[config.mk]
export PLATFORM = sky130hd
export DESIGN_NAME = spi_master_flat
export DESIGN_NICKNAME = d
export VERILOG_FILES = /design/src/rtl/spi_pkg.sv /design/src/rtl/spi_master_if.sv /design/src/rtl/spi_clk_div.sv /design/src/rtl/spi_master.sv /design/src/flat_wrapper.sv
export SDC_FILE = /design/constraint.sdc
export NUM_CORES = 1
export LEC_CHECK = 0
export CORE_MARGIN = 8
export CORE_UTILIZATION = 55
export CTS_CLUSTER_DIAMETER = 120
export CTS_CLUSTER_SIZE = 28
export DETAILED_ROUTE_END_ITERATION = 8
export HOLD_SLACK_MARGIN = 0.15
export PLACE_DENSITY_LB_ADDON = 0.3
export SETUP_SLACK_MARGIN = 0.15
export SLEW_MARGIN = 40
export SYNTH_ARGS = -nofsm -noshare
export SYNTH_HDL_FRONTEND = slang
export SYNTH_HIERARCHICAL = 1
export SYNTH_SLANG_ARGS = --single-unit
[constraint.sdc]
create_clock -name clk -period 2.9 [get_ports clk]
set_input_delay 0.58 -clock clk [delete_from_list [all_inputs] [get_ports clk]]
set_output_delay 0.58 -clock clk [all_outputs]
set_load 0.05 [all_outputs]
[src/rtl/spi_pkg.sv]
// Shared SPI definitions for the mode-0 master and slave.
// Contents: the master FSM state enum and the clock polarity/phase constants
// both ends of the link agree on. No ports.
package spi_pkg;

  typedef enum logic [2:0] {
    IDLE,
    LEAD,
    HIGH,
    LOW,
    TRAIL
  } spi_state_e;

  localparam logic SPI_CPOL = 1'b0;
  localparam logic SPI_CPHA = 1'b0;

endpackage

[src/rtl/spi_master_if.sv]
// Bus bundle for spi_master: parallel start/busy/done handshake plus the
// four SPI wires.
//   start, tx_data        : request side (into the master)
//   busy, done, rx_data   : status/result side (out of the master)
//   sclk, mosi, ss_n      : SPI outputs of the master
//   miso                  : SPI input of the master
// modport master is used by spi_master; modport slave is the opposite view.
interface spi_master_if #(
  parameter int unsigned WIDTH = 8
);
  import spi_pkg::*;

  logic             start;
  logic [WIDTH-1:0] tx_data;
  logic             busy;
  logic             done;
  logic [WIDTH-1:0] rx_data;
  logic             sclk;
  logic             mosi;
  logic             miso;
  logic             ss_n;

  modport master (
    input  start, tx_data, miso,
    output busy, done, rx_data, sclk, mosi, ss_n
  );

  modport slave (
    output start, tx_data, miso,
    input  busy, done, rx_data, sclk, mosi, ss_n
  );

endinterface

[src/rtl/spi_clk_div.sv]
// Half-period phase counter for the SPI master.
//   clk, rst : system clock, synchronous active-high reset
//   en       : count while a frame is in progress
//   clr      : hold the counter at zero (idle)
//   tick     : high in the last clk cycle of each CLKDIV-long phase
module spi_clk_div #(
  parameter int unsigned CLKDIV = 4
) (
  input  logic clk,
  input  logic rst,
  input  logic en,
  input  logic clr,
  output logic tick
);
  import spi_pkg::*;

  localparam int unsigned PW = $clog2(CLKDIV + 1);

  logic [PW-1:0] cnt;

  assign tick = en && (cnt == PW'(CLKDIV - 1));

  always_ff @(posedge clk) begin
    if (rst || clr) begin
      cnt <= '0;
    end else if (tick) begin
      cnt <= '0;
    end else if (en) begin
      cnt <= cnt + PW'(1);
    end
  end

endmodule

[src/rtl/spi_master.sv]
// SPI mode-0 master (CPOL=0, CPHA=0). Serialises tx_data onto mosi,
// deserialises miso into rx_data, drives ss_n, handshakes via start/busy/done.
// Ports:
//   clk, rst : system clock, synchronous active-high reset
//   bus      : spi_master_if.master (start, tx_data, busy, done, rx_data,
//              sclk, mosi, miso, ss_n)
// Parameters: WIDTH (bits per frame, >= 2), CLKDIV (sclk half-period, >= 1).
// Build option: define SPI_MASTER_LSB_FIRST_EN to shift LSB first; default
// is MSB first. Frame timing is the same in both builds.
// All outputs come straight from flops.
module spi_master #(
  parameter int unsigned WIDTH  = 8,
  parameter int unsigned CLKDIV = 4
) (
  input logic           clk,
  input logic           rst,
  spi_master_if.master  bus
);
  import spi_pkg::*;

  localparam int unsigned BW = $clog2(WIDTH + 1);

  spi_state_e       state, state_d;
  logic [WIDTH-1:0] tx_sh, tx_d;
  logic [WIDTH-1:0] rx_sh, rx_d;
  logic [BW-1:0]    bit_cnt, bit_d;
  logic             sclk_q, sclk_d;
  logic             mosi_q, mosi_d;
  logic             ss_n_q, ss_n_d;
  logic             busy_q, busy_d;
  logic             done_q, done_d;
  logic [WIDTH-1:0] rx_q, rxo_d;
  logic             tick;

`ifdef SPI_MASTER_LSB_FIRST_EN
  function automatic logic out_bit(input logic [WIDTH-1:0] w);
    return w[0];
  endfunction
  function automatic logic [WIDTH-1:0] tx_adv(input logic [WIDTH-1:0] w);
    return {1'b0, w[WIDTH-1:1]};
  endfunction
  function automatic logic [WIDTH-1:0] rx_in(input logic [WIDTH-1:0] w, input logic b);
    return {b, w[WIDTH-1:1]};
  endfunction
`else
  function automatic logic out_bit(input logic [WIDTH-1:0] w);
    return w[WIDTH-1];
  endfunction
  function automatic logic [WIDTH-1:0] tx_adv(input logic [WIDTH-1:0] w);
    return {w[WIDTH-2:0], 1'b0};
  endfunction
  function automatic logic [WIDTH-1:0] rx_in(input logic [WIDTH-1:0] w, input logic b);
    return {w[WIDTH-2:0], b};
  endfunction
`endif

  spi_clk_div #(
    .CLKDIV(CLKDIV)
  ) u_clk_div (
    .clk  (clk),
    .rst  (rst),
    .en   (state != IDLE),
    .clr  (state == IDLE),
    .tick (tick)
  );

  // Output registers are loaded with the value of the state being entered,
  // so each output changes on the same edge as the state it belongs to.
  always_comb begin
    state_d = state;
    tx_d    = tx_sh;
    rx_d    = rx_sh;
    bit_d   = bit_cnt;
    sclk_d  = SPI_CPOL;
    mosi_d  = mosi_q;
    ss_n_d  = ss_n_q;
    busy_d  = busy_q;
    done_d  = 1'b0;
    rxo_d   = rx_q;

    unique case (state)
      IDLE: begin
        mosi_d = 1'b0;
        ss_n_d = 1'b1;
        busy_d = 1'b0;
        if (bus.start) begin
          state_d = LEAD;
          tx_d    = bus.tx_data;
          mosi_d  = out_bit(bus.tx_data);
          ss_n_d  = 1'b0;
          busy_d  = 1'b1;
          bit_d   = '0;
        end
      end
      LEAD, LOW: begin
        if (tick) begin
          state_d = HIGH;
          sclk_d  = ~SPI_CPOL;
          rx_d    = rx_in(rx_sh, bus.miso);
        end
      end
      HIGH: begin
        sclk_d = ~SPI_CPOL;
        if (tick) begin
          sclk_d = SPI_CPOL;
          // The falling edge after the last bit goes straight to TRAIL so
          // that mosi keeps the last bit.
          if (bit_cnt == BW'(WIDTH - 1)) begin
            state_d = TRAIL;
          end else begin
            state_d = LOW;
            tx_d    = tx_adv(tx_sh);
            mosi_d  = out_bit(tx_adv(tx_sh));
            bit_d   = bit_cnt + BW'(1);
          end
        end
      end
      TRAIL: begin
        if (tick) begin
          state_d = IDLE;
          mosi_d  = 1'b0;
          ss_n_d  = 1'b1;
          busy_d  = 1'b0;
          done_d  = 1'b1;
          rxo_d   = rx_sh;
        end
      end
      default: begin
        state_d = IDLE;
      end
    endcase
  end

  always_ff @(posedge clk) begin
    if (rst) begin
      state   <= IDLE;
      tx_sh   <= '0;
      rx_sh   <= '0;
      bit_cnt <= '0;
      sclk_q  <= SPI_CPOL;
      mosi_q  <= 1'b0;
      ss_n_q  <= 1'b1;
      busy_q  <= 1'b0;
      done_q  <= 1'b0;
      rx_q    <= '0;
    end else begin
      state   <= state_d;
      tx_sh   <= tx_d;
      rx_sh   <= rx_d;
      bit_cnt <= bit_d;
      sclk_q  <= sclk_d;
      mosi_q  <= mosi_d;
      ss_n_q  <= ss_n_d;
      busy_q  <= busy_d;
      done_q  <= done_d;
      rx_q    <= rxo_d;
    end
  end

  assign bus.sclk    = sclk_q;
  assign bus.mosi    = mosi_q;
  assign bus.ss_n    = ss_n_q;
  assign bus.busy    = busy_q;
  assign bus.done    = done_q;
  assign bus.rx_data = rx_q;

endmodule

[src/flat_wrapper.sv]
// flat-port wrapper written by rule: the top's interface ports become plain ports
module spi_master_flat import spi_pkg::*;
#(
  parameter int unsigned WIDTH  = 8,
  parameter int unsigned CLKDIV = 4
)
  (clk, rst, bus_start, bus_tx_data, bus_miso, bus_busy, bus_done, bus_rx_data, bus_sclk, bus_mosi, bus_ss_n);
  spi_master_if #(.WIDTH(WIDTH)) bus_i ();
  input logic clk;
  input logic rst;
  input wire logic [$bits(bus_i.start)-1:0] bus_start;
  input wire logic [$bits(bus_i.tx_data)-1:0] bus_tx_data;
  input wire logic [$bits(bus_i.miso)-1:0] bus_miso;
  output wire logic [$bits(bus_i.busy)-1:0] bus_busy;
  output wire logic [$bits(bus_i.done)-1:0] bus_done;
  output wire logic [$bits(bus_i.rx_data)-1:0] bus_rx_data;
  output wire logic [$bits(bus_i.sclk)-1:0] bus_sclk;
  output wire logic [$bits(bus_i.mosi)-1:0] bus_mosi;
  output wire logic [$bits(bus_i.ss_n)-1:0] bus_ss_n;
  assign bus_i.start = bus_start;
  assign bus_i.tx_data = bus_tx_data;
  assign bus_i.miso = bus_miso;
  assign bus_busy = bus_i.busy;
  assign bus_done = bus_i.done;
  assign bus_rx_data = bus_i.rx_data;
  assign bus_sclk = bus_i.sclk;
  assign bus_mosi = bus_i.mosi;
  assign bus_ss_n = bus_i.ss_n;
  spi_master #(.WIDTH(WIDTH), .CLKDIV(CLKDIV)) u_core (.clk(clk), .rst(rst), .bus(bus_i));
endmodule
[Word-level counts from Yosys, hierarchy flattened]
Index checks and enable logic that the tools add are counted.
Storage, ports and cells
  input bits: 12
  logic and storage cells: 68
  output and inout bits: 13
  memory bits (writable): 0
  register bits after elaboration: 38
  memories kept: 0
  bits in latches: 0
  ROM bits: 0
Operators by class
  shift-type cells: 0
  muxes and demuxes: 27
  eq/ne operators: 11
  bitwise logic cells: 1
  order comparisons: 0
  divide/modulo/power cells: 0
  multiply operators: 0
  reduce and logical (&&, ||, !) cells: 16
  $add $sub $neg: 2
Operator list (count)
  $mux W7: 3
  $mux W3: 5
  $pmux W7 S2: 1
  $mux W4: 3
  $pmux W3 S4: 1
  $reduce_and A4 Y1: 3
  $eq A3 B2 Y1 const B: 3
  $mux W1: 9
  $pmux W4 S2: 1
  $ne A2 B1 Y1 const B: 3
  $pmux W1 S2: 3
  $reduce_and A2 Y1: 3
  $reduce_bool A3 Y1: 2
  $reduce_or A2 Y1: 3
  $add A4 B1 Y4 const B: 1
  $eq A4 B3 Y1 const B: 1
  $ne A2 B2 Y1 const B: 2
  $reduce_bool A2 Y1: 2
  $add A3 B1 Y3 const B: 1
  $eq A3 B1 Y1 const B: 1
  $eq A3 B3 Y1 const B: 1
  $logic_not A3 Y1: 1
  $pmux W1 S3: 1
  $logic_and A1 B1 Y1: 1
  other kinds (2): 2

[Logic depth before layout (Yosys ltp)]
Gate-level depths: netlist of the first run.
  depth after elaboration: 4
  depth in mapped cells: 9
  mapped depth without buffers: 6

[Cells and area by module]
The synthesis of the first run kept the hierarchy.
By module, submodules not included
  spi_master: cells each 168, area each 1624.1 um2, seq. area each 700.7 um2, times used 1
  spi_clk_div: cells each 17, area each 163.9 um2, seq. area each 60.1 um2, times used 1

[Worst setup path before layout of the first run]
OpenSTA, ideal clock, no wires.
  path kind: reg-to-reg
  start point: register u_core.state[0]
  end point: register u_core.mosi_q, in the netlist u_core/bus.mosi
  path buffers: 2
  data required time: 2809 ps
  path slack: 1095 ps
  setup time: 91 ps
  clock period less this slack: 1805 ps
  arrival: 1714 ps
  stages on the path, launching flop included: 9
  path through: dfxtp_1 -> buf_6 -> nor3_2 -> inv_1 -> and2_1 -> clkbuf_1 -> nand2b_1 -> a22o_1 -> a311oi_1
Between the ends
  word-level cells in the longest chain between the ends: 4
  elaborated cells on any way between the ends: 11
  those cells by class: eq/ne: 5; mux: 1; reduce/logical: 5
RTL lines
  from (decl): line spi_master.sv:23  | spi_state_e state, state_d;
  from (signal assigned): line spi_master.sv:147  | state <= state_d;
  $reduce_bool A3 Y1 *: line spi_master.sv:62  | .en (state != IDLE),
  $logic_and A1 B1 Y1 *: line spi_clk_div.sv:21  | assign tick = en && (cnt == PW'(CLKDIV - 1));
  via u_core.tick: line spi_master.sv:33  | logic tick;
  $ne A2 B1 Y1 (no source line)
  $reduce_and A4 Y1 (no source line) *
  to (signal assigned): line spi_master.sv:152  | mosi_q <= mosi_d;
  to (decl): line spi_master.sv:28  | logic mosi_q, mosi_d;
The timed path passes the listed nets; every way through them passes the cells marked *.
A chain may end at the register's enable or synchronous reset.

[Worst setup path after layout of the first run]
  start point: register u_core.state[0]
  end point: register u_core.bit_cnt[3]
Between the ends
  word-level cells in the longest chain between the ends: 4
  elaborated cells on any way between the ends: 10
  those cells by class: eq/ne: 4; mux: 1; reduce/logical: 5
RTL lines
  $reduce_bool A3 Y1: line spi_master.sv:62
  $logic_and A1 B1 Y1: line spi_clk_div.sv:21
  via u_core.tick: line spi_master.sv:33
  $ne A2 B1 Y1 (no source line)
  $reduce_and A4 Y1 (no source line)
  to (signal assigned): line spi_master.sv:150  | bit_cnt <= bit_d;
  to (decl): line spi_master.sv:26  | logic [BW-1:0] bit_cnt, bit_d;
The timed path passes the listed nets, and every way through them passes these cells.

==> results of run 1 <==
[registers in the layout, summed over array words and instances, names as in the netlist]
signal and cells:
u_core/bus.rx_data 8, u_core/bus.ss_n 1, u_core/bit_cnt 4, u_core/tx_sh 7
u_core/bus.done 1, u_core/state 3, u_core/bus.busy 1, u_core/u_clk_div/cnt 3
u_core/bus.mosi 1, u_core/rx_sh 8, u_core/bus.sclk 1
[synthesized netlist by cell type (3+ instances only)]
library cell  count
a211oi_1          7
a211oi_2          6
a21oi_1          13
buf_2             3
buf_4             3
clkbuf_1          6
dfxtp_1          38
ha_1              3
inv_1             4
mux2i_1          15
nand2_1          19
nand2b_1          8
nand3_1           3
nand3b_1          4
nand4b_1          3
nor2_1           14
[path summary, 6_finish.rpt]
kind	endpoint	cells after the start	slack (ns)	from
max	u_core/bit_cnt[3]	6	0.54	u_core/state[0]
min	u_core/bus.rx_data[3]	2	0.46	u_core/bus.rx_data[3]
max reg2reg	u_core/bit_cnt[3]	6	0.54	u_core/state[0]
min reg2reg	u_core/bus.rx_data[3]	2	0.46	u_core/bus.rx_data[3]
[critical path: cells and delay by family (launching register included)]
kind | cells | cell delay [ns]
compound gates | 1 | 0.19
buf+inv | 1 | 0.17
flops | 1 | 0.67
mux | 1 | 0.24
simple gates | 3 | 0.95
[final cells by class]
class / count / area, um2
repair buffers: 26 / 250
well taps: 44 / 55.1
inverters: 4 / 15.0
flip-flops and latches: 38 / 761
multi-input cells: 129 / 930
fillers: 267 / 1000
clock inverters: 2 / 12.5
clock buffers: 6 / 51.3
[report_power, final]
group | leakage, nW | switching [mW] | internal (mW)
sequential | 0.309 | 0.0107 | 0.534
clock | 0.0343 | 0.180 | 0.117
combinational | 0.404 | 0.0468 | 0.0425
[cells by family after synthesis]
kind of cell    after synthesis
mux                          16
fa+ha+maj                     3
compound gates               43
simple gates                 67
flops                        38
buf+inv                      18
[metrics by stage]
stage	instance area (um2)	total power [mW]
2_1_floorplan	1790	0.616
3_3_place_gp	2020	0.642
4_1_cts	2080	0.942
6_report	2070	0.931
5_1_grt	2070	0.967
3_5_place_dp	2020	0.646
[layer usage]
layer	share of wire	wire, um	GRT usage
met3	0.051	193	0.0371
met1	0.43	1650	0.181
met5	0	0	0
met2	0.49	1860	0.243
met4	0.027	104	0.0933
==> results_dict.tcl, run 1 <==
set metrics [dict create \
    rsz0062_at_grt "false" \
    cap_violations 0 \
    detail_route.wl_per_cell_um 15.3 \
    clockRootBuffer "clkbuf_4" \
    muxShareOfSynthArea 0.0903 \
    htree_levels 2 \
    tightest_slew_ns 0.580 \
    syn-instance-count 185 \
    critPathSlowestCell "dfxtp_1" \
    postCtsSetupBuffers 0 \
    first_pass_iters 4 \
    cts_max_path_buffers 2 \
    fin_nets 219 \
    coreArea_mm2 0.00308 \
    cts.sinks 38 \
    dieArea_mm2 0.00533 \
    holdBufCountCts 0 \
    hold_viol 0 \
    report.final.slew_viol_count 0 \
    crit_fanout 15 \
    grt_pass1_wl_um 6380 \
    whs_ns 0.464 \
    layout_commonest_cell "dfxtp_1" \
    layout_common_cells "38 x dfxtp_1, 23 x clkdlybuf4s50_1, 19 x nand2_1" \
    track_usage 0.153 \
    hold_path.class "flop to flop" \
    fin_crit_sh 0.813 \
    initial_core_util 0.581 \
    ant_nets 0 \
    fin_crit_ns 2.36 \
    syn_area_mm2 0.00179 \
    die_x_um 73.0 \
    routed_wl_um 3810 \
    hpwl_um 2720 \
    vdd_drop_max_uv 285 \
    fin_util 0.674 \
    clock.fmax_ghz 0.424 \
    grt_max_degree 22 \
    setup_viol 0 \
    endpoint_kind "flop" \
    die_h_um 73.0 \
    num_rows 20 \
    leakage_nw 0.747 \
    numCtsBuffers 5 \
    dp.cells 241 \
    cp_cell_sequence "nor3_2, inv_1, and2_1, mux2_2, and3_1, o221ai_1" \
    slew_headroom 0.612 \
    finalClockSkew_ns 0.00205 \
    critical_path.startpoint_type "flop" \
    synth_top_area_cell "dfxtp_1" \
    cts_tree "done" \
    dp_slack_ns 0.564 \
    synth.net_count 200 \
    yosysWarnings 6 \
    vias 1435 \
    place_congestion 0.804 \
    viasPerCell 5.76 \
    num_antenna_cells 0 \
    synthAdderAreaFrac 0.0210 \
    status "finished, final reports clean" \
    antenna_found_initial 0 \
    area_growth_pct 16.0 \
    synth_top_area_frac 0.425 \
    drtIter0Drc 79 \
    ys_seq_area_frac 0.425 \
    synth-edff-count 0 \
    synthSimpleGateAreaFrac 0.225 \
    p_per_area_mw_per_mm2 449 \
    synth_area_per_cell_um2 9.66 \
    synth-xor-area-share 0 \
    worst_slack_ns 0.541 \
    async_flop_share 0 \
    synthFlopType "dfxtp_1" \
    first_global_vias 1333 \
    synth_compound_area_frac 0.184 \
    synth-seq-cells 38 \
    clock_latency_ns 0.35 \
    synth_area_leaders "dfxtp_1 43%, mux2i_1 8.4%, a211oi_2 4.2%" \
    critical_path_required_ns 3.11 \
    cts_resized 0 \
    drive_gt1_frac 0.117 \
    critical-path-max-stage-delay_ns 0.67 \
    path_clk_slew_ns 0.11 \
    io_pins 25 \
    crit_type "flop to flop" \
    fin_cells 249 \
    ys_types 48 \
    synth_top_family_by_area "simple AND/OR/NAND/NOR gates" \
    drc_errors 0 \
    tns_ns 0 \
    crit_arrival_ns 2.57 \
    overflow 0 \
    portBuffers 24 \
]
No activity file was read; power rests on OpenSTA's default activity.
==> run 2, diff against run 1 <==
--- a/config.mk
+++ b/config.mk
@@ -6,7 +6,7 @@
 export NUM_CORES = 1
 export LEC_CHECK = 0
 export CORE_MARGIN = 8
-export CORE_UTILIZATION = 55
+export CORE_UTILIZATION = 53
 export CTS_CLUSTER_DIAMETER = 120
 export CTS_CLUSTER_SIZE = 28
 export DETAILED_ROUTE_END_ITERATION = 8
==> constraint.sdc (replaced) <==
create_clock -name clk -period 2.2 [get_ports clk]
set_input_delay 0.44 -clock clk [delete_from_list [all_inputs] [get_ports clk]]
set_output_delay 0.44 -clock clk [all_outputs]
set_load 0.05 [all_outputs]
==> results_dict.tcl, run 2 (same netlist as run 1, synthesis figures left out) <==
set metrics [dict create \
    path_delay_family "buffers and inverters" \
    fin_cells 257 \
    worst-path-buf-inv 1 \
    cap_violations 0 \
    leakage_nw 0.777 \
    drtIter0Drc 134 \
    dieArea_mm2 0.00549 \
    first_pass_iters 4 \
    grt_pass1_wl_um 6910 \
    drive_gt1_frac 0.147 \
    status "finished, final reports clean" \
    critical_path.startpoint_type "flop" \
    grt_max_degree 19 \
    critPathSlowestCell "clkdlybuf4s50_1" \
    cts_tree "done" \
    fin_crit_sh 0.889 \
    tightest_slew_ns 0.534 \
    clock.fmax_ghz 0.511 \
    register_area_um2 761 \
    cts.sinks 38 \
    vias 1467 \
    die_x_um 74.1 \
    detail_route.wl_per_cell_um 15.3 \
    fillCellCount 288 \
    critical_path_required_ns 1.76 \
    slew_headroom 0.643 \
    fin_crit_ns 1.96 \
    crit_type "flop to output pin" \
    htree_levels 2 \
    area_growth_pct 19.1 \
    setup_viol 0 \
    cts_max_path_buffers 2 \
    ant_nets 0 \
    coreArea_mm2 0.00328 \
    layout_commonest_cell "dfxtp_1" \
    rsz0062_at_grt "false" \
    clock_latency_ns 0.34 \
    io_pins 25 \
    overflow 0 \
    finalClockSkew_ns 0.00755 \
    vdd_drop_max_uv 409 \
    whs_ns 0.461 \
    antenna_found_initial 0 \
    track_usage 0.159 \
    report.final.slew_viol_count 0 \
    endpoint_kind "output pin" \
    first_global_vias 1510 \
    dp.cells 248 \
    critical-path-max-stage-delay_ns 0.82 \
    clockRootBuffer "clkbuf_4" \
    p_per_area_mw_per_mm2 575 \
    path_clk_slew_ns 0.12 \
    hold_path.class "flop to flop" \
    place_congestion 0.841 \
    num_antenna_cells 0 \
    portBuffers 24 \
    die_h_um 74.1 \
    cp_cell_sequence "clkdlybuf4s50_1" \
    fin_nets 225 \
    num_rows 21 \
    numCtsBuffers 5 \
    layout_common_cells "38 x dfxtp_1, 24 x clkdlybuf4s50_1, 19 x nand2_1" \
    initial_core_util 0.544 \
    viasPerCell 5.71 \
    crit_arrival_ns 1.52 \
    multi_input_comb_area_um2 932 \
    crit_fanout 2 \
    routed_wl_um 3930 \
    drc_errors 0 \
    tns_ns 0 \
    hpwl_um 2850 \
    hold_viol 0 \
]
-- run 2: cell types whose count changed in the layout (fill, tap and decap cells not counted) --
cell	delta
and2_1	-1
and2_2	+1
and3_1	-1
and3_2	+1
buf_2	-1
buf_4	+6
clkdlybuf4s50_1	+1
-- run 2: stage by stage --
stage	power, mW	area, um2	utilization	setup WS [ns]
2_1_floorplan	0.811	1790	-	0.395
3_3_place_gp	0.851	2060	0.626	0.253
6_report	1.23	2130	0.648	0.244
5_1_grt	1.28	2130	0.648	0.171
3_5_place_dp	0.857	2060	0.626	0.124
4_1_cts	1.24	2120	0.646	0.152
-- run 2: final cells by class --
| type | instances | share of cell area |
|---|---|---|
| clock inverters | 2 | 0.00588 |
| repair buffers | 32 | 0.141 |
| multi-input cells | 129 | 0.438 |
| clock buffers | 6 | 0.0241 |
| well taps | 46 | 0.0270 |
| flip-flops and latches | 38 | 0.357 |
| inverters | 4 | 0.00705 |
-- run 2: routing by layer --
layer,routed length (um),vias to the layer above,global-route usage
met2,1940,35,0.267
met3,215,2,0.0606
met5,0,-,0
li1,-,716,-
met1,1750,714,0.184
met4,23,0,0.0443
-- run 2: path summary, 6_finish.rpt --
path	from	end	slack (ns)	cells after the start
max	u_core/bus.mosi	bus_mosi	0.24	1
min	u_core/bus.rx_data[2]	u_core/bus.rx_data[2]	0.46	2
max reg2reg	u_core/u_clk_div/cnt[0]	u_core/tx_sh[1]	0.28	6
min reg2reg	u_core/bus.rx_data[2]	u_core/bus.rx_data[2]	0.46	2
-- run 2: power by group --
part	switching (mW)	internal [mW]	leakage, nW
logic	0.0683	0.0612	0.434
clock network	0.229	0.154	0.0343
registers	0.00889	0.704	0.309
total	0.306	0.919	0.777
-- run 2: what timing repair did --
| item | in CTS | in global routing |
|---|---|---|
| resized for setup | 1 | 1 |
| pin swaps | 0 | 1 |
| hold buffers | 0 | 0 |
| endpoints found under the setup margin | 4 | 13 |
| setup buffers | 0 | 1 |
==> run 3, diff against run 2 <==
--- a/config.mk
+++ b/config.mk
@@ -10,9 +10,10 @@
 export CTS_CLUSTER_DIAMETER = 120
 export CTS_CLUSTER_SIZE = 28
 export DETAILED_ROUTE_END_ITERATION = 8
+export GPL_ROUTABILITY_DRIVEN = 0
 export HOLD_SLACK_MARGIN = 0.15
 export PLACE_DENSITY_LB_ADDON = 0.3
-export SETUP_SLACK_MARGIN = 0.15
+export SETUP_SLACK_MARGIN = 0.02
 export SLEW_MARGIN = 40
 export SYNTH_ARGS = -nofsm -noshare
 export SYNTH_HDL_FRONTEND = slang
==> results_dict.tcl, run 3 (same netlist as run 1, synthesis figures left out) <==
set metrics [dict create \
    layout_commonest_cell "dfxtp_1" \
    track_usage 0.159 \
    viasPerCell 5.72 \
    initial_core_util 0.544 \
    io_pins 25 \
    setup_viol 0 \
    routed_wl_um 3950 \
    cts_max_path_buffers 2 \
    layout_common_cells "38 x dfxtp_1, 24 x clkdlybuf4s50_1, 19 x nand2_1" \
    first_pass_iters 4 \
    endpoint_kind "output pin" \
    setup.worst_path.start "u_core/bus.mosi" \
    portBuffers 24 \
    multi_input_comb_area_um2 931 \
    critical_path_required_ns 1.76 \
    path_clk_slew_ns 0.12 \
    path_delay_family "buffers and inverters" \
    power_switching_mw 0.308 \
    cp_cell_sequence "clkdlybuf4s50_1" \
    hp-start "u_core/bus.rx_data[2]" \
    fin_util 0.648 \
    dieArea_mm2 0.00549 \
    drtIter0Drc 123 \
    critPathSlowestCell "clkdlybuf4s50_1" \
    fin_crit_sh 0.895 \
    leakage_nw 0.776 \
    die_h_um 74.1 \
    crit_type "flop to output pin" \
    hold_viol 0 \
    finalPower_mw 1.23 \
    ant_nets 0 \
    critical_path.startpoint_type "flop" \
    drc_errors 0 \
    htree_levels 2 \
    cts_tree "done" \
    first_global_vias 1504 \
    fin_nets 225 \
    p_seq_frac 0.581 \
    rsz0062_at_grt "false" \
    coreArea_mm2 0.00328 \
    hold_path.class "flop to flop" \
    cap_violations 0 \
    area_growth_pct 19.0 \
    fin_cells 257 \
    cts.sinks 38 \
    holdBufCountCts 0 \
    vias 1469 \
    fillCellCount 287 \
    drive_gt1_frac 0.142 \
    num_antenna_cells 0 \
    register_area_um2 761 \
    die_x_um 74.1 \
    p_int_mw 0.919 \
    detail_route.wl_per_cell_um 15.4 \
    p_per_area_mw_per_mm2 576 \
    overflow 0 \
    grt_pass1_wl_um 6900 \
    report.final.slew_viol_count 0 \
    vdd_drop_max_uv 409 \
    clock_latency_ns 0.34 \
    crit_fanout 2 \
    hpwl_um 2850 \
    tightest_slew_ns 0.534 \
    critical-path-max-stage-delay_ns 0.82 \
    worst-path-buf-inv 1 \
    fin_crit_ns 1.97 \
    p_clk_frac 0.313 \
    finalClockSkew_ns 0.00682 \
    numCtsBuffers 5 \
    num_rows 21 \
    clock.fmax_ghz 0.508 \
    tns_ns 0 \
    swShare 0.251 \
    crit_arrival_ns 1.53 \
    antenna_found_initial 0 \
    clockRootBuffer "clkbuf_4" \
    combPwrFrac 0.106 \
    grt_max_degree 19 \
    status "finished, final reports clean" \
    slew_headroom 0.643 \
    r2r-start "u_core/u_clk_div/cnt[0]" \
    dp.cells 248 \
]
==> run 3: changes by cell type in the layout (fill, tap and decap cells not counted) <==
cell / delta
and2_1: +1
and2_2: -1
==> run 3: per-stage QoR <==
step           hold slack (ns)  worst slack, ns  cell area [um2]
2_1_floorplan            0.432            0.395             1790
3_3_place_gp             0.444            0.253             2060
3_5_place_dp             0.448            0.124             2060
4_1_cts                  0.464           0.0915             2120
5_1_grt                  0.491           0.0885             2130
6_report                 0.460            0.232             2130
==> run 3: repair_timing <==
action | in CTS | in global routing
gates resized for setup | 0 | 1
buffers inserted | 0 | 1
endpoints found under the hold margin | 0 | 0
endpoints found under the setup margin | 0 | 13
==> run 3: cell type report <==
type	instances	share of cell area
Tap cell	46	0.0270
Clock buffer	6	0.0241
Timing Repair Buffer	32	0.141
Sequential cell	38	0.357
Multi-Input combinational cell	129	0.437
Clock inverter	2	0.00588
Inverter	4	0.00705
==> run 3: path summary, 6_finish.rpt <==
path / to / slack, ns / cells after the start
setup / recovery: bus_mosi / 0.23 / 1
hold reg to reg: u_core/bus.rx_data[2] / 0.46 / 2
hold / removal: u_core/bus.rx_data[2] / 0.46 / 2
setup reg to reg: u_core/tx_sh[1] / 0.26 / 6
==> run 3: power by group through the flow <==
stage	Sequential [mW]	Combinational, mW	Clock (mW)
floorplan	0.740	0.0714	0
global placement	0.727	0.123	0
detailed placement	0.728	0.129	0
CTS	0.713	0.129	0.395
global route	0.715	0.139	0.421
finish	0.713	0.130	0.384
==> run 3: tightest hold or removal path: cells and delay by family, from the launching register on <==
kind             cells  cell delay (ns)
AO/OA/AOI/OAI        1             0.05
flip-flops           1             0.33
AND/OR/NAND/NOR      1             0.05
==> run 3: metal layers <==
| layer | vias to the layer above | share of wire | global-route usage | wire length [um] |
|---|---|---|---|---|
| met3 | 2 | 0.058 | 0.0593 | 228 |
| li1 | 716 | - | - | - |
| met4 | 0 | 0.0058 | 0.0443 | 23 |
| met1 | 706 | 0.45 | 0.186 | 1780 |
| met5 | - | 0 | 0 | 0 |
| met2 | 45 | 0.49 | 0.265 | 1920 |
==> RTL edit 1: new RTL, config.mk and constraints of run 3 <==
Reset style: asynchronous (`rst`), changed in one clocked block. Comments in the files are not updated.
--- a/src/rtl/spi_master.sv
+++ b/src/rtl/spi_master.sv
@@ -131,7 +131,7 @@
     endcase
   end
 
-  always_ff @(posedge clk) begin
+  always_ff @(posedge clk or posedge rst) begin
     if (rst) begin
       state   <= IDLE;
       tx_sh   <= '0;
Check against the original RTL: differs if rst is asserted again (counterexample within 4 cycles, from zero or initial values and one cycle with rst high); with rst held inactive, the same outputs for 10 cycles.
==> RTL edit 1 against run 3 <==
Via count decreased by 19%. Hold slack improved by 38 ps. Synthesized area rose by 1.5%. Wire length decreased by 17%. Final area is 4.1% higher. Sequential cell count unchanged. Setup slack worse by 150 ps. Sequential share of layout area increased by 6.6 points.
Power is not compared: it rests on default switching activity, and its combinational part moved more than twofold at a synthesized area within 25%.
==> RTL edit 1: results (changes against run 3) <==
Detailed routing
  • Routed wire per std cell: 14.8 um (-3.9%)
  • First DRT Iteration DRCs: 86 (-30%)
  • Met2 WL: 1.57 mm (-18%)
  • WL final: 3.27 mm (-17%)
  • Vias per cell: 5.36 (-6.3%)

Placement
  • Placement Setup Slack: 88.3 ps (-35.8 ps)
  • DP Cell Count: 212 (-15%)
  • DP HPWL: 2.38 mm (-16%)

Cells and area
  • Multi-input combinational area share: 36.5% (-7.3 points)
  • Nonclk inv count: 9 (+5)
  • Layout cells sized above 1: 21.1% (+6.9 points)
  • Num sequential: 38 (unchanged)
  • Clock network contribution to total cell area: 2.71% (-0.29 points)
  • Design Area, Final: 0.00222 sq mm (+4.1%)
  • Buffer share of cell area: 14.3% (+0.23 points)
  • Sequential Area: 938 sq um (+23%)

Global route
  • Met2 Resource Use GR: 19.8% (-6.6 points)
  • Grt met3 use: 4.85% (-1.1 points)
  • Vias in the first global route: 1192 (-21%)
  • Largest net degree at the start of global routing: 22 (+3)
  • Total track usage: 12.9% (-3.0 points)

STA
  • Final Skew: 9.65 ps (+2.83 ps)

Synth
  • Mux cell area share after synthesis: 21.6% (+13 points)
  • Synth area leaders: dfrtp_1, mux2_1, mux2_2, mux2_4, dfxtp_1
  • Synth unique cells: 40 (-17%)
  • Ys async rst share: 92.1% (+92 points)
  • Adder-cell share of the synthesized area: 2.07% (-0.032 points)
  • Syn Inst Count: 143 (-23%)
  • Top cells by count, synth: dfrtp_1, mux2_1, inv_1, mux2_2
  • Mapped Nets: 158 (-21%)

Status
  • Outcome: finished, final reports clean
RTL edit 1: changes by cell type after synthesis, moves of 7 or more:
cell / before / now
nor2_1: 14 / 6
a21oi_1: 13 / 5
mux2_2: 1 / 8
dfxtp_1: 38 / 3
dfrtp_1: 0 / 34
nand2_1: 19 / 4
a211oi_1: 7 / 0
mux2_1: 0 / 17
mux2i_1: 15 / 2
RTL edit 1: final timing paths:
check | from | endpoint | slack, ps | cells after the start
min in group clk | u_core/u_clk_div/cnt[1] | u_core/u_clk_div/cnt[1] | 500 | 2
setup reg to reg | u_core/state[2] | u_core/tx_sh[2] | 120 | 7
setup / recovery | u_core/bus.ss_n | bus_ss_n | 80 | 1
max in group asynchronous | rst | u_core/state[2] | 1180 | 3
hold reg to reg | u_core/u_clk_div/cnt[1] | u_core/u_clk_div/cnt[1] | 500 | 2
hold / removal | rst | u_core/bus.rx_data[6] | 500 | 2
RTL edit 1: where the power goes:
group	switching [uW]	internal (uW)
combinational	389	401
sequential	123	900
clock	216	155
==> RTL edit 2: new RTL, config.mk and constraints of run 3 <==
Made on the original files. `CLKDIV` is set to 4 in 3 places; all go to 8.
--- a/src/rtl/spi_clk_div.sv
+++ b/src/rtl/spi_clk_div.sv
@@ -4,7 +4,7 @@
 //   clr      : hold the counter at zero (idle)
 //   tick     : high in the last clk cycle of each CLKDIV-long phase
 module spi_clk_div #(
-  parameter int unsigned CLKDIV = 4
+  parameter int unsigned CLKDIV = 8
 ) (
   input  logic clk,
   input  logic rst,
--- a/src/rtl/spi_master.sv
+++ b/src/rtl/spi_master.sv
@@ -10,7 +10,7 @@
 // All outputs come straight from flops.
 module spi_master #(
   parameter int unsigned WIDTH  = 8,
-  parameter int unsigned CLKDIV = 4
+  parameter int unsigned CLKDIV = 8
 ) (
   input logic           clk,
   input logic           rst,
--- a/src/flat_wrapper.sv
+++ b/src/flat_wrapper.sv
@@ -2,7 +2,7 @@
 module spi_master_flat import spi_pkg::*;
 #(
   parameter int unsigned WIDTH  = 8,
-  parameter int unsigned CLKDIV = 4
+  parameter int unsigned CLKDIV = 8
 )
   (clk, rst, bus_start, bus_tx_data, bus_miso, bus_busy, bus_done, bus_rx_data, bus_sclk, bus_mosi, bus_ss_n);
   spi_master_if #(.WIDTH(WIDTH)) bus_i ();
Function: changed (a bounded check fails within 10 cycles, from zero or initial values and one cycle with rst high).
==> RTL edit 2 against run 3 <==
Critical path depth stayed put. Largest cell class unchanged. Wire length is 0.30% higher. Total power is 11% higher. Synthesized area is 0.91% higher. Clock skew is 0.71 ps higher. First-iteration DRC count is 11% lower. Sequential cell count is 1 higher. Setup slack worse by 38 ps. Final area is 1.1% higher. Largest power group unchanged.
==> RTL edit 2: results (changes against run 3) <==
STA
  • Final Skew: 7.53 ps (+0.707 ps)
  • Slew Limit Headroom: 61.8% (-2.5 points)
  • Max Clk Rate: 498 MHz (-1.9%)

Synth
  • Synthesis warning total: 6 (unchanged)
  • Seq/Total Area, Yosys: 43.3% (+0.73 points)
  • Syn Inst Count: 185 (unchanged)
  • Mapped Nets: 199 (-0.50%)
  • Synth area leaders: dfxtp_1, mux2i_1, a211oi_2, nand2_1, nor2_1
  • Ys async rst share: 0% (unchanged)
  • Top cells by count, synth: dfxtp_1, nand2_1, nor2_1
  • Most used flip-flop cell after synthesis: dfxtp_1
  • Synth unique cells: 50 (+4.2%)

Global route
  • Total track usage: 16.0% (+0.057 points)
  • Vias in the first global route: 1476 (-1.9%)
  • First-pass GRT wire length: 6.88 mm (-0.30%)
  • Initial antenna violation count: 0 (unchanged)
  • Largest net degree at the start of global routing: 21 (+2)

Placement
  • DP Area: 0.00206 sq mm (+0.43%)
  • Placement Setup Slack: 182 ps (+57.6 ps)
  • I/O Buffers: 24 (unchanged)
  • DP Cell Count: 247 (-0.40%)
  • DP HPWL: 2.78 mm (-2.1%)

Clock network
  • Setup Fix Bufs, Post-CTS: 0 (unchanged)
  • Bufs on Longest Clock Path: 2 (unchanged)
  • CTS resizes: 0 (unchanged)
  • H-tree depth: 2 (unchanged)
  • Num CTS Buffers: 5 (unchanged)
  • Reg clk slew, reported paths: 110 ps
  • Later-pin clock latency in the skew report: between 300 and 400 ps
  • Clk root buf: clkbuf_4

Cells and area
  • Layout cells sized above 1: 13.4% (-0.82 points)
  • Nets: 222 (-1.3%)
  • Antenna Cells: 0 (unchanged)
  • Filler cell count: 286 (-0.35%)

Critical path
  • Critical path origin: u_core/bus.mosi
  • Slowest cell delay on critical path: 830 ps
  • Worst reg-to-reg path cell count: 6 (unchanged)
  • CP Data Arrival Time: 1570 ps (+40 ps)
  • Worst R2R End: u_core/bit_cnt[3]
  • CP endpoint: bus_mosi
  • Delay-heaviest family, CP: buffers and inverters
  • Largest fanout on the critical path: 2 (unchanged)
  • Reg-to-reg slack, setup: 230 ps (-30 ps)
  • Worst path slowest cell: clkdlybuf4s50_1
  • Worst r2r src: u_core/state[1]

Pwr
  • Max VDD drop: 0.000447 V (+9.4%)
  • Internal: 1050 uW (+14%)
  • P_leak: 0.000789 uW (+1.7%)

Detailed routing
  • Routed wire per std cell: 15.5 um (+1.1%)
  • Vias per cell: 5.60 (-2.0%)
  • Via count: 1428 (-2.8%)
  • DR pass1 iterations: 4 (unchanged)
  • First DRT Iteration DRCs: 109 (-11%)

Hold path
  • Hold Path Class: reg2reg

Status
  • Outcome: finished, final reports clean
-- RTL edit 2: worst min-delay path by stage --
stage,startpoint,to,depth (start not counted)
2_1_floorplan,u_core/rx_sh[7],u_core/bus.rx_data[7],2
3_3_place_gp,u_core/bus.rx_data[3],u_core/bus.rx_data[3],2
3_5_place_dp,u_core/bus.rx_data[5],u_core/bus.rx_data[5],2
4_1_cts,u_core/bus.rx_data[5],u_core/bus.rx_data[5],2
5_1_grt,u_core/bus.rx_data[1],u_core/bus.rx_data[1],2
6_report,u_core/bus.rx_data[5],u_core/bus.rx_data[5],2
-- RTL edit 2: power groups by stage --
| stage | clock, uW | sequential, uW | combinational (uW) |
|---|---|---|---|
| 2_1_floorplan | 0 | 759 | 72.4 |
| 3_3_place_gp | 0 | 747 | 123 |
| 3_5_place_dp | 0 | 747 | 127 |
| 4_1_cts | 512 | 732 | 129 |
| 5_1_grt | 549 | 734 | 138 |
| 6_report | 499 | 732 | 129 |
-- RTL edit 2: metrics by stage --
| step | hold WS [ps] | total power [uW] | utilization (%) |
|---|---|---|---|
| final | 461 | 1360 | 65.0 |
| after global routing | 486 | 1420 | 65.0 |
| after CTS | 465 | 1370 | 65.0 |
| after detailed placement | 448 | 875 | 62.4 |
| after global placement | 443 | 870 | 62.4 |
| after floorplan | 432 | 831 | - |
-- RTL edit 2: cell type report --
| class | instances | share of cell area [%] |
|---|---|---|
| tap | 46 | 2.68 |
| sequential | 39 | 36.3 |
| timing repair buffer | 30 | 13.3 |
| multi-input combinational | 129 | 43.2 |
| clock inverter | 2 | 1.63 |
| clock buffer | 6 | 2.39 |
| inverter | 3 | 0.524 |
-- RTL edit 2: kinds of logic after synthesis --
group                      after synthesis  share of synthesized area, %
DFF                                     39                          43.3
and+or+nand+nor                         67                          22.0
buffers and inverters                   17                          5.20
AOI/OAI and AO/OA                       40                          17.2
adders and majority gates                2                          1.39
muxes                                   17                          9.50
xor gates and xnor gates                 3                          1.46
-- RTL edit 2: routing by layer --
layer  routed length, um  GRT usage [%]
met1                1780           18.6
met2                1990           26.1
met3                 151           5.93
met4                  43           5.87
met5                   0              0
